`src/rtl/cntr_snap_fifo_if.sv`:
```
// Snapshot FIFO bus: capture side (count + strobe), consumer handshake, status.
interface cntr_snap_fifo_if #(
  parameter int unsigned DEPTH = 4
);
  logic [31:0]              cnt_in_sig;
  logic                     snap_sig;
  logic [31:0]              out_data_sig;
  logic                     out_valid_sig;
  logic                     out_ready_sig;
  logic                     full_sig;
  logic                     empty_sig;
  logic [$clog2(DEPTH):0]   level_sig;
  logic                     ovf_sig;
  logic                     ovf_clr_sig;

  modport master (
    output cnt_in_sig, snap_sig, out_ready_sig, ovf_clr_sig,
    input  out_data_sig, out_valid_sig, full_sig, empty_sig, level_sig, ovf_sig
  );

  modport slave (
    input  cnt_in_sig, snap_sig, out_ready_sig, ovf_clr_sig,
    output out_data_sig, out_valid_sig, full_sig, empty_sig, level_sig, ovf_sig
  );
endinterface

```
`src/rtl/cntr_snap_fifo.sv`:
```
// Count snapshot FIFO with level, full/empty and sticky overflow status.
// Define CNTR_SNAP_DELTA_EN to store deltas from the previous accepted snapshot.
module cntr_snap_fifo #(
  parameter int unsigned DEPTH = 4
) (
  input  logic             clk,
  input  logic             rst,
  cntr_snap_fifo_if.slave  bus
);
  localparam int unsigned PW = $clog2(DEPTH);
  localparam int unsigned LW = PW + 1;

  logic [31:0]   r_mem [DEPTH];
  logic [PW-1:0] r_wr_ptr;
  logic [PW-1:0] r_rd_ptr;
  logic [LW-1:0] r_level;
  logic          r_ovf;

  logic          w_full;
  logic          w_empty;
  logic          w_pop;
  logic          w_push;
  logic          w_drop;
  logic [31:0]   w_word;

  assign w_full  = (r_level == LW'(DEPTH));
  assign w_empty = (r_level == '0);
  assign w_pop   = !w_empty && bus.out_ready_sig;
  // A full FIFO still accepts when the head leaves in the same cycle.
  assign w_push  = bus.snap_sig && (!w_full || w_pop);
  assign w_drop  = bus.snap_sig && w_full && !w_pop;

`ifdef CNTR_SNAP_DELTA_EN
  logic [31:0] r_base;

  assign w_word = bus.cnt_in_sig - r_base;

  always_ff @(posedge clk) begin
    if (rst)
      r_base <= '0;
    else if (w_push)
      r_base <= bus.cnt_in_sig;
  end
`else
  assign w_word = bus.cnt_in_sig;
`endif

  always_ff @(posedge clk) begin
    if (!rst && w_push)
      r_mem[r_wr_ptr] <= w_word;
  end

  always_ff @(posedge clk) begin
    if (rst) begin
      r_wr_ptr <= '0;
      r_rd_ptr <= '0;
      r_level  <= '0;
      r_ovf    <= 1'b0;
    end else begin
      if (w_push)
        r_wr_ptr <= r_wr_ptr + PW'(1);
      if (w_pop)
        r_rd_ptr <= r_rd_ptr + PW'(1);
      if (w_push && !w_pop)
        r_level <= r_level + LW'(1);
      else if (w_pop && !w_push)
        r_level <= r_level - LW'(1);
      if (w_drop)
        r_ovf <= 1'b1;
      else if (bus.ovf_clr_sig)
        r_ovf <= 1'b0;
    end
  end

  assign bus.out_data_sig  = w_empty ? '0 : r_mem[r_rd_ptr];
  assign bus.out_valid_sig = !w_empty;
  assign bus.full_sig      = w_full;
  assign bus.empty_sig     = w_empty;
  assign bus.level_sig     = r_level;
  assign bus.ovf_sig       = r_ovf;
endmodule
```
`src/flat_wrapper.sv`:
```
// flat-port wrapper written by rule: the top's interface ports become plain ports
module cntr_snap_fifo_flat 
#(
  parameter int unsigned DEPTH = 4
)
  (clk, rst, bus_cnt_in_sig, bus_snap_sig, bus_out_ready_sig, bus_ovf_clr_sig, bus_out_data_sig, bus_out_valid_sig, bus_full_sig, bus_empty_sig, bus_level_sig, bus_ovf_sig);
  cntr_snap_fifo_if #(.DEPTH(DEPTH)) bus_i ();
  input  logic clk;
  input  logic rst;
  input wire logic [$bits(bus_i.cnt_in_sig)-1:0] bus_cnt_in_sig;
  input wire logic [$bits(bus_i.snap_sig)-1:0] bus_snap_sig;
  input wire logic [$bits(bus_i.out_ready_sig)-1:0] bus_out_ready_sig;
  input wire logic [$bits(bus_i.ovf_clr_sig)-1:0] bus_ovf_clr_sig;
  output wire logic [$bits(bus_i.out_data_sig)-1:0] bus_out_data_sig;
  output wire logic [$bits(bus_i.out_valid_sig)-1:0] bus_out_valid_sig;
  output wire logic [$bits(bus_i.full_sig)-1:0] bus_full_sig;
  output wire logic [$bits(bus_i.empty_sig)-1:0] bus_empty_sig;
  output wire logic [$bits(bus_i.level_sig)-1:0] bus_level_sig;
  output wire logic [$bits(bus_i.ovf_sig)-1:0] bus_ovf_sig;
  assign bus_i.cnt_in_sig = bus_cnt_in_sig;
  assign bus_i.snap_sig = bus_snap_sig;
  assign bus_i.out_ready_sig = bus_out_ready_sig;
  assign bus_i.ovf_clr_sig = bus_ovf_clr_sig;
  assign bus_out_data_sig = bus_i.out_data_sig;
  assign bus_out_valid_sig = bus_i.out_valid_sig;
  assign bus_full_sig = bus_i.full_sig;
  assign bus_empty_sig = bus_i.empty_sig;
  assign bus_level_sig = bus_i.level_sig;
  assign bus_ovf_sig = bus_i.ovf_sig;
  cntr_snap_fifo #(.DEPTH(DEPTH)) u_core (.clk(clk), .rst(rst), .bus(bus_i));
endmodule
```
`config.mk`:
```
export PLATFORM = sky130hd
export DESIGN_NAME = cntr_snap_fifo_flat
export DESIGN_NICKNAME = d
export VERILOG_FILES = /design/src/rtl/cntr_snap_fifo_if.sv /design/src/rtl/cntr_snap_fifo.sv /design/src/flat_wrapper.sv
export SDC_FILE = /design/constraint.sdc
export NUM_CORES = 1
export LEC_CHECK = 0
export BUFFER_PORTS_ARGS = -buffer_cell sky130_fd_sc_hd__buf_2
export CAP_MARGIN = 5
export CORE_ASPECT_RATIO = 0.7
export CORE_MARGIN = 2
export CORE_UTILIZATION = 45
export DETAILED_ROUTE_END_ITERATION = 10
export GPL_TIMING_DRIVEN = 0
export PLACE_DENSITY = 0.69
export REMOVE_ABC_BUFFERS = 1
export SETUP_SLACK_MARGIN = 0.05
export SYNTH_ARGS = -nofsm -noshare
export SYNTH_HDL_FRONTEND = slang
export SYNTH_SLANG_ARGS = --single-unit
```
`constraint.sdc`:
```
create_clock -name clk -period 4.2 [get_ports clk]
set_clock_uncertainty 0.15 [all_clocks]
set_input_delay 0.21 -clock clk [delete_from_list [all_inputs] [get_ports clk]]
set_output_delay 0.21 -clock clk [all_outputs]
set_load 0.1 [all_outputs]
```
# Word-level counts from Yosys, hierarchy flattened
# Memory sizes are Yosys's and may differ from the RTL's. A register that Yosys moved wholly into a read port is not among the register bits.
# Index checks and enable logic that the tools add are counted.
totals:
  rom_bits: 0
  elab_cells: 35
  output_inout_bits: 39
  latchBits: 0
  reg_bits: 8
  input_bits: 37
  mem_bits_rw: 128
  memories: 1
mem_list:
  columns: ["memory", "depth", "width", "rd", "rd_ports_with_merged_regs", "write_ports", "line", "rtl"]
  rows:
  - ["u_core.r_mem", 4, 32, 1, 1, 1, "cntr_snap_fifo.sv:13", "logic [31:0] r_mem [DEPTH];"]
classes:
  eq_ne: 1
  n_mul: 0
  n_bitwise: 0
  reduce_logical: 16
  n_mux: 9
  shifts: 0
  div_mod_pow: 0
  addsub: 4
  order_cmp: 0
op_table:
  columns: ["op", "n"]
  rows:
  - ["2-to-1 mux 32 bit", 1]
  - ["logical AND 1 bit", 7]
  - ["2-to-1 mux 3 bit", 2]
  - ["zero test 1 bit", 5]
  - ["adder 2 x 1 -> 2 bit (second input constant)", 2]
  - ["2-to-1 mux 1 bit", 4]
  - ["2-to-1 mux 2 bit", 2]
  - ["nonzero test 2 bit", 2]
  - ["adder 3 x 1 -> 3 bit (second input constant)", 1]
  - ["== test 3 bit (second input constant)", 1]
  - ["zero test 3 bit", 1]
  - ["subtractor 3 x 1 -> 3 bit (second input constant)", 1]
  - ["logical OR 1 bit", 1]

# Depth between registers and ports, before layout
depth:
  word_depth: 9
  depth_mapped: 9
  mapped_depth_nobuf: 9

# Least setup slack after synthesis
# OpenSTA, ideal clock, no wires.
synth_timing:
  path_type: "register to register"
  from: "reg u_core.r_level[0], in the netlist u_core.bus.level_sig[0]"
  to: "mem u_core.r_mem[1][0] (enable)"
  slack_ns: -0.234
  t_arrival_ns: 3.816
  period_less_slack_ns: 4.434
  stages_incl_launch_ff: 4
  path_cell_list: "dfxtp_1 -> or3b_4 -> o21ai_4 -> nor3b_1"
synth_via:
  elab_chain_len: 8
  elab_cells_between_ends: 10
  cone_classes: "eq/ne: 1; mux: 2; reduce/logical: 7"
synth_rtl:
  columns: ["item", "line", "rtl"]
  rows:
  - ["start: declaration", "cntr_snap_fifo.sv:16", "logic [LW-1:0] r_level;"]
  - ["start signal: assignment", "cntr_snap_fifo.sv:65", "r_level <= r_level + LW'(1);"]
  - ["start signal: assignment", "cntr_snap_fifo.sv:67", "r_level <= r_level - LW'(1);"]
  - ["zero test 3 bit", "cntr_snap_fifo.sv:27", "assign w_empty = (r_level == '0);"]
  - ["zero test 1 bit", "cntr_snap_fifo.sv:28", "assign w_pop = !w_empty && bus.out_ready_sig;"]
  - ["logical AND 1 bit", "cntr_snap_fifo.sv:28", null]
  - ["logical OR 1 bit *", "cntr_snap_fifo.sv:30", "assign w_push = bus.snap_sig && (!w_full || w_pop);"]
  - ["logical AND 1 bit *", "cntr_snap_fifo.sv:30", null]
  - ["logical AND 1 bit *", "cntr_snap_fifo.sv:49", "if (!rst && w_push)"]
  - ["2-to-1 mux 1 bit *", "cntr_snap_fifo.sv:49", null]
  - ["2-to-1 mux 1 bit (not written as such) *", "cntr_snap_fifo.sv:50", "r_mem[r_wr_ptr] <= w_word;"]
  - ["end: declaration", "cntr_snap_fifo.sv:13", null]
# Every way passes the cells marked *; elsewhere a longest branch is shown, timed or not.

==> run summary <==
Status: complete, no violations
CP peak stage delay: 0.62 ns
Share of layout cells above drive strength 1: 40.2%
Pin count of the biggest net entering global routing: 33
R2r setup slk: 1.76 ns
CTS Buf Count: 17
Mean Syn Cell Area: 20.9 um^2
Die Footprint: 12800 um^2
Nets: 433
Worst-skew pair later-pin latency: 0.41 ns
Synth Flop Type: edfxtp_1
First-pass GRT wire length: 14900 um
Slew @ Worst Pin: 0.863 ns
Critical Path Source Type: register
Pre-antenna DRT Iters: 4
Top cells by area, synth: edfxtp_1 72%, mux4_2 13%, dfxtp_1 3.7%
Max-cap violations: 0
Req. time, crit path: 3.84 ns
Number of synthesized flops with an enable pin: 128
P&R area growth vs syn: 31.8%
FF-to-FF End: u_core.bus.level_sig[2]
R2R depth: 9
Drt via density: 4.90
DRT iter0 DRCs: 173
Leading post-synthesis cells by instance count: 128 x edfxtp_1, 32 x mux4_2, 17 x and2b_1
Most numerous cell in the Yosys netlist: edfxtp_1
Global route overflow: 0
Total track usage: 16.5%
Die width: 135 um
Filler cell count: 838
Mapped cell area: 5370 um^2
Critical path type: reg -> out
Final core utilization: 60.5%
ANT cells: 0
Register area share after synthesis: 75.3%
CTS max path bufs: 2
RSZ-0062 raised after global routing: false
DP HPWL: 6120 um
Initial antenna violation count: 0
Port Buf Inserts: 75
Row cnt: 33
Final setup viols: 0
WL/cell: 17.2 um
Hold endpoint: u_core.r_wr_ptr[1]
Core Area: 11700 um^2
Vias in the first global route: 2891
R2R Path Start: u_core.bus.level_sig[0]
Fin. Hold Viols: 0
RePlAce Congestion: 0.710
CTS Sinks: 138
Crit path time final: 2.68 ns
Routed via count: 2743
CP endpoint kind: output port
Critical path fanouts, max: 21
Fin crit share: 63.8%
Dpl cells: 493
CP Cell Sequence: buf_12, mux4_2, nor2b_1, buf_2
DR DRC count: 0
Hold Path Class: in -> reg
Storage cell area: 4050 um^2
Final std cells w/o fill: 560
Final worst setup slack: 1.52 ns
CTS tree: done
F_max: 0.373 GHz
Dominant cell type by area after synthesis: edfxtp_1
Slowest-stage cell, CP: dfxtp_2
Synth cell types: 29
Ys async rst share: 0%
Register bit total from synthesis: 138
Critical path arrival: 2.32 ns
Ports: 76
Setup repair bufs after CTS: 0
Multi-input combinational cell area: 1270 um^2
Hold Startpoint: bus_snap_sig
Chip height: 95.4 um
Slew Viols, Final: 0
Post-synth top area share: 71.6%
Slew HR: 42.2%
Worst Hold Depth: 4
Antenna Violating Nets Remaining: 0
Synthesis Warnings: 0
H-tree Lvls: 4
Clock-pin transition on the worst setup and hold timing paths: 0.06 ns
Routed Wire Length: 9610 um
Initial Utilization: 45.9%
Cell count after synthesis: 257
CTS root buf: clkbuf_16
Setup WS pre-CTS: 1.75 ns
## metrics by stage
stage               hold WS, ns  setup TNS (ns)  cell area, um^2
floorplan                 0.129          -89.85             5310
global placement          0.271         -168.84             5890
detailed placement        0.278               0             6090
CTS                      0.0590               0             7070
global route             0.0871               0             7070
finish                   0.0788               0             7070
## area by class of cell
class / count / share of cell area [%]
flip-flops and latches: 138 / 57.2
multi-input cells: 102 / 18.0
repair buffers: 125 / 12.8
clock buffers: 19 / 6.12
clock inverters: 13 / 2.83
well taps: 157 / 2.78
inverters: 6 / 0.318
## sequential cells by signal, summed over array words and instances, names as in the netlist, named ones only
| register | cells |
|---|---|
| u_core.r_wr_ptr | 2 |
| u_core.bus.ovf_sig | 1 |
| u_core.bus.level_sig | 3 |
| u_core.r_mem | 128 |
| u_core.r_rd_ptr | 2 |
## what timing repair did
| item | 4_1_cts | 5_1_grt |
|---|---|---|
| endpoints found under the hold margin | 132 | 0 |
| gates resized for setup | 0 | 0 |
| hold buffers | 35 | 0 |
## worst max-delay path by stage
stage	depth (start not counted)	from	to	slack, ns
2_1_floorplan	2	u_core.bus.level_sig[0]	bus_out_data_sig[0]	-2.31
5_1_grt	4	u_core.bus.level_sig[0]	bus_out_data_sig[2]	1.36
6_report	4	register	bus_out_data_sig[27]	1.52
3_3_place_gp	3	u_core.bus.level_sig[0]	u_core.r_mem[1][19]	-1.26
3_5_place_dp	9	u_core.bus.level_sig[0]	u_core.bus.level_sig[2]	1.75
4_1_cts	4	register	bus_out_data_sig[27]	1.44
## layout by cell type, fill, tap and decap left out, types with 2 or more instances in the layout
master / n
clkbuf_16: 17
edfxtp_1: 128
and2b_1: 17
clkinv_1: 2
inv_1: 5
buf_4: 2
buf_6: 10
dfxtp_1: 8
nor2_1: 6
dlygate4sd3_1: 35
clkinvlp_4: 2
nor2b_1: 15
bufinv_16: 5
a21oi_1: 3
nor3b_2: 4
clkbuf_1: 2
mux4_2: 32
clkinv_2: 2
clkinv_4: 2
mux2i_1: 2
xor2_1: 3
o21ai_0: 2
ha_1: 5
buf_8: 2
buf_2: 75
dfxtp_2: 2
nand2b_1: 3
## critical path, delay by kind of cell (launching register included)
kind / cells / cell delay (ns)
flops: 1 / 0.62
buf+inv: 2 / 0.60
mux: 1 / 0.51
simple gates: 1 / 0.15
## logic make-up (layout without fill, tap and decap cells)
group / count (synthesis) / after routing / synth area share [%]
AOI/OAI and AO/OA: 7 / 7 / 0.909
xor gates and xnor gates: 3 / 3 / 0.489
adders and majority gates: 6 / 6 / 1.54
and+or+nand+nor: 51 / 51 / 6.22
muxes: 35 / 35 / 14.1
DFF: 138 / 138 / 75.3
buffers and inverters: 17 / 163 / 1.44
## metal layers
metal,global-route usage [%],vias up,wire length (um)
li1,-,1284,-
met2,28.8,65,4980
met4,6.32,0,119
met3,5.26,12,446
met5,0,-,0
met1,19.3,1382,4060
Power is left out: the tool's default activity adds up to more than one toggle a clock period on the data nets, which glitch-free logic cannot reach.
